**src/rtl/booth_ctrl.sv**
```systemverilog
// Booth multiplier sequencer: drives INIT/ADD/SUB/SHIFT steps of an external datapath.
// Define BOOTH_CTRL_CYCLE_CNT_EN to add the 8-bit `cycles` latency counter port.
module booth_ctrl #(
  parameter int BIT_LEN = 4
) (
  input  logic       clk,
  input  logic       rst_n,
  input  logic       start,
  input  logic [1:0] signal,
  output logic       ready,
  output logic [1:0] dp_state,
  output logic       dp_step,
  output logic       busy,
  output logic       done,
  output logic       err
`ifdef BOOTH_CTRL_CYCLE_CNT_EN
  ,
  output logic [7:0] cycles
`endif
);

  localparam int CW = $clog2(BIT_LEN + 2);
  localparam logic [CW-1:0] CNT_LEN = CW'(BIT_LEN);
  localparam logic [CW-1:0] CNT_MAX = CW'(BIT_LEN + 1);

  localparam logic [1:0] OP_INIT  = 2'b00;
  localparam logic [1:0] OP_ADD   = 2'b01;
  localparam logic [1:0] OP_SUB   = 2'b10;
  localparam logic [1:0] OP_SHIFT = 2'b11;

  typedef enum logic [2:0] {
    S_IDLE,
    S_INIT,
    S_EVAL,
    S_ADD,
    S_SUB,
    S_SHIFT,
    S_DONE
  } state_t;

  state_t          state_q, state_d;
  logic            qprev_q, qprev_d;
  logic            b0_q, b0_d;
  logic [CW-1:0]   cnt_q, cnt_d;
  logic [1:0]      dps_q, dps_d;

  logic b0, fin;
  assign b0  = signal[1];
  assign fin = signal[0];

  always_ff @(posedge clk or negedge rst_n) begin
    if (!rst_n) begin
      state_q <= S_IDLE;
      qprev_q <= 1'b0;
      b0_q    <= 1'b0;
      cnt_q   <= '0;
      dps_q   <= OP_INIT;
    end else begin
      state_q <= state_d;
      qprev_q <= qprev_d;
      b0_q    <= b0_d;
      cnt_q   <= cnt_d;
      dps_q   <= dps_d;
    end
  end

  always_comb begin
    state_d  = state_q;
    qprev_d  = qprev_q;
    b0_d     = b0_q;
    cnt_d    = cnt_q;
    dp_state = dps_q;
    dp_step  = 1'b0;
    unique case (state_q)
      S_IDLE: begin
        if (start) state_d = S_INIT;
      end
      S_INIT: begin
        dp_state = OP_INIT;
        dp_step  = 1'b1;
        qprev_d  = 1'b0;
        cnt_d    = '0;
        state_d  = S_EVAL;
      end
      S_EVAL: begin
        b0_d = b0;
        // a missing fin still terminates once one extra shift is done
        if (fin || cnt_q == CNT_MAX) begin
          state_d = S_DONE;
        end else begin
          unique case ({b0, qprev_q})
            2'b10:   state_d = S_SUB;
            2'b01:   state_d = S_ADD;
            default: state_d = S_SHIFT;
          endcase
        end
      end
      S_ADD: begin
        dp_state = OP_ADD;
        dp_step  = 1'b1;
        state_d  = S_SHIFT;
      end
      S_SUB: begin
        dp_state = OP_SUB;
        dp_step  = 1'b1;
        state_d  = S_SHIFT;
      end
      S_SHIFT: begin
        dp_state = OP_SHIFT;
        dp_step  = 1'b1;
        qprev_d  = b0_q;
        if (cnt_q != CNT_MAX) cnt_d = cnt_q + CW'(1);
        state_d  = S_EVAL;
      end
      S_DONE: begin
        state_d = S_IDLE;
      end
      default: begin
        state_d = S_IDLE;
      end
    endcase
    dps_d = dp_state;
  end

  assign ready = (state_q == S_IDLE);
  assign busy  = ~ready;
  assign done  = (state_q == S_DONE);
  assign err   = done && (cnt_q != CNT_LEN);

`ifdef BOOTH_CTRL_CYCLE_CNT_EN
  logic [7:0] cyc_q, cyc_d;

  always_ff @(posedge clk or negedge rst_n) begin
    if (!rst_n) cyc_q <= 8'd0;
    else        cyc_q <= cyc_d;
  end

  always_comb begin
    cyc_d = cyc_q;
    if (state_q == S_INIT) begin
      cyc_d = 8'd1;
    end else if (busy && cyc_q != 8'hff) begin
      cyc_d = cyc_q + 8'd1;
    end
  end

  assign cycles = cyc_q;
`endif

endmodule

```
**config.mk**
```make
export PLATFORM = sky130hd
export DESIGN_NAME = booth_ctrl
export DESIGN_NICKNAME = d
export VERILOG_FILES = /design/src/rtl/booth_ctrl.sv
export SDC_FILE = /design/constraint.sdc
export NUM_CORES = 1
export LEC_CHECK = 0
export BUFFER_PORTS_ARGS = -buffer_cell sky130_fd_sc_hd__buf_2
export CAP_MARGIN = 10
export CORE_AREA = 10 10 47 49
export DETAILED_ROUTE_END_ITERATION = 7
export DIE_AREA = 0 0 57 59
export HOLD_SLACK_MARGIN = 0.1
export PLACE_DENSITY_LB_ADDON = 0.2
export SYNTH_ARGS = -nofsm -noshare
export SYNTH_HDL_FRONTEND = slang
export SYNTH_SLANG_ARGS = --single-unit
export TNS_END_PERCENT = 50
```
**constraint.sdc**
```tcl
create_clock -name clk -period 2.91 [get_ports clk]
set_input_delay 0.1455 -clock clk [delete_from_list [all_inputs] [get_ports clk]]
set_output_delay 0.1455 -clock clk [all_outputs]
set_load 0.05 [all_outputs]
```
==> reports/summary.md <==
The proportion of register bits with asynchronous set or reset after synthesis works out to 100.0%. The number of design rule violations left after detail routing is 0. The initial antenna violation count was 0. The ratio of routed vias to standard cells was 5.148; the critical path's largest stage delay was 660 ps. The max-slew violation count is 0. In this run the clock root is driven by a sky130_fd_sc_hd__clkbuf_4.

Counting distinct cell types in the post-synthesis netlist gives 31. For the number of buffers added for setup after CTS, the log shows 0. The run gives 42.74% as the sequential share of the synthesized area. The run gives 10 as the clock net sink count. The run gives 1 as the H-tree depth reported by CTS. Fraction of synthesized cell area taken by the top area cell type: 42.74%. The total of buffers placed on input and output ports was 11; the endpoint required time on the critical path was 2760 ps. The Yosys step of the flow raised 0 warnings.

The main combinational cell family by area after synthesis is compound AO/OA/AOI/OAI gates. The logs give 5.108 ps for the largest clock skew in the final design and 3 for the number of clock buffers inserted by TritonCTS. The repair_antennas step left the layout with diodes totalling 0. The final routed wirelength across all metal layers is 1102 µm. Of the total synthesized cell area, the portion taken by AND, OR, NAND and NOR gates is 17.31%.

In the global route stage, overall resource usage came out at 6.740%. After synthesis the cells add up to 585.6 µm². Based on the critical path, the design can be clocked at up to 572.7 MHz. The clock period could shrink to 1746 ps.

The slowest stage of the critical path belongs to the cell sky130_fd_sc_hd__dfrtp_1. The core region is 1401 µm². The run gives 82 as the post-layout net count. The compound-gate portion of the synthesized area was 20.51%. The detailed placement HPWL came out at 843.8 µm. Setup repair after global routing left no endpoint under its margin. The run gives 12 as the number of top-level pins.

The top cell types in the final layout, fill and taps aside, are sky130_fd_sc_hd__buf_2, sky130_fd_sc_hd__dfrtp_1, sky130_fd_sc_hd__a21oi_1. The area of the die is 3363 µm², and the effective utilization at floorplan is 41.79%. The tools report the global placer's final weighted congestion as 0.7400.

The count of buffering cells on the critical path with inverters included works out to 1. The tool flagged a number of max-cap violations equal to 0. Once detail routing completed, the nets flagged for antenna violations numbered 0.

The tools report the endpoint kind of the worst setup timing path as an output pin. Commonest register cell after synthesis: sky130_fd_sc_hd__dfrtp_1. Detailed routing inserted a total of 453 vias. The via count of the first global-routing pass came out at 437. The adder and majority gate portion of the synthesized area was 6.410%. The run finished with clean final reports.

The final period utilization came out at 60.00%. The worst hold path belongs to the class in -> reg. Of the total synthesized cell area, the portion taken by XOR and XNOR cells is 0%. The synthesized design contains 0 enable-type register cells.

The hold violation total from the final report was 0. The area added between synthesis and finish is 13.46%, and the multiplexer share of the synthesized area is 3.632%. The clock passes through at most 2 buffers.

The wire length of the first global-routing pass is 1807 µm, and the average wire per standard cell is 12.52 µm. The run gives 18 as the largest net degree at the start of global routing. Count of final setup violators: 0.

At the worst endpoint, the arrival time is 1600 ps. The number of iterations in the first detailed-routing pass was 4. Synthesis produced a netlist with a net count of 69. After clock tree synthesis, the clock-pin slew on the worst setup and hold paths is 60 ps. At the pin with the least slew margin, the transition time is 540.3 ps. The die outline width was 57 µm.

The y dimension of the die came out at 59 µm. Source-to-sink clock delay at the later pin of the worst-skew pair: 260 ps. The run gives 0 as the remaining global-route overflow. Of all nets on the critical path, the largest fanout is 17. STA classifies the critical path startpoint as a flop. The synthesized design spends more area on one cell type than any other, namely sky130_fd_sc_hd__dfrtp_1. Leaving out fill and tap cells, the most frequent cell in the layout is sky130_fd_sc_hd__buf_2. The initialized floorplan defines 14 standard-cell rows.

The worst pin sits at a relative slew slack of 63.91%. In this run, the number of DRC markers left after iteration 0 of detailed routing was 11. The share of cells above drive strength 1 is 25.00%. Adding up every negative setup slack in the final design gives 0 ps. The critical path is of the reg -> out type. Walking the worst path, the cells encountered are and3_1, a21boi_1, buf_2. Yosys attributes the largest share of cell area to sky130_fd_sc_hd__dfrtp_1, sky130_fd_sc_hd__ha_1, sky130_fd_sc_hd__a21oi_1. The count of filler cells inserted in the layout came out at 149. In this run, synthesis produced a sequential element count of 10.

TritonCTS built the clock tree. The mean cell area of the mapped netlist was 9.599 µm². The kind of cell with the highest combined delay along the critical path is flip-flops. The cell count after synthesis is 61.
[per-stage QoR]
step	instance area, µm²	std cells	hold WS (ps)	setup WS (ps)	util, %
6_report	664.4	88	117.3	1164	47.41
2_1_floorplan	585.6	61	-150.1	876.6	-
4_1_cts	664.4	88	111.2	1142	47.41
5_1_grt	664.4	88	104.6	1013	47.41
3_5_place_dp	631.9	84	19.07	1434	45.09
3_3_place_gp	631.9	84	21.63	1436	45.09
[per-layer routing]
metal / vias up / track usage, % / wire length [µm]
li1: 241 / - / -
met1: 203 / 7.011 / 494
met2: 7 / 10.39 / 498
met3: 2 / 4.506 / 95
met4: 0 / 3.020 / 14
met5: - / 0 / 0
[final timing paths]
kind | startpoint | endpoint | slack, ps | cells after the start
worst max-delay path | state_q[2]$_DFFE_PN0P_ | err | 1160 | 3
worst min-delay path | start | state_q[0]$_DFFE_PN0P_ | 120 | 3
worst max register to register | cnt_q[1]$_DFFE_PN0P_ | state_q[2]$_DFFE_PN0P_ | 1430 | 5
worst min register to register | b0_q$_DFFE_PN0P_ | b0_q$_DFFE_PN0P_ | 490 | 1
max in group asynchronous | rst_n | qprev_q$_DFFE_PN0N_ | 2440 | 2
min in group asynchronous | rst_n | dps_q[1]$_DFF_PN0_ | 270 | 2
[layout make-up]
class	count	area (µm²)	area share [%]
inverters	7	26.28	3.955
multi-input cells	40	280.3	42.18
clock buffers	3	22.52	3.390
well taps	16	20.02	3.013
repair buffers	12	65.06	9.793
flip-flops and latches	10	250.2	37.66
[synth_stat cells (all sizes together) (2+ instances only)]
cell type,number
inv,7
dfrtp,10
o21ai,3
nor2,2
nand2b,2
nand3,2
buf,4
a21oi,8
nand2,2
nand4,2
o31ai,2
ha,3
[state kept, by name, summed over array words and instances (netlist names)]
register / count
state_q: 3
qprev_q: 1
cnt_q: 3
b0_q: 1
dps_q: 2
[kinds of logic (layout without fill, tap and decap cells)]
| logic type | Yosys count | in the layout |
|---|---|---|
| buffers and inverters | 11 | 22 |
| AND/OR/NAND/NOR | 16 | 16 |
| multiplexers | 2 | 2 |
| AO/OA/AOI/OAI | 19 | 19 |
| adder cells (fa/ha/maj) | 3 | 3 |
| flip-flops | 10 | 10 |
[worst register-to-register path, cell delays in order (launching register included)]
cell	delay [ps]
sky130_fd_sc_hd__dfrtp_1	360
sky130_fd_sc_hd__inv_1	80
sky130_fd_sc_hd__ha_1	230
sky130_fd_sc_hd__a21oi_1	250
sky130_fd_sc_hd__nor4b_1	310
sky130_fd_sc_hd__o31ai_1	100
[what timing repair did]
| item | 4_1_cts | 5_1_grt |
|---|---|---|
| endpoints found under the setup margin | 0 | 0 |
| gates resized for setup | 0 | 0 |
| hold buffers | 1 | 0 |
| endpoints found under the hold margin | 10 | 0 |
Power is left out: the tool's default activity adds up to more than one toggle a clock period on the data nets, which glitch-free logic cannot reach.
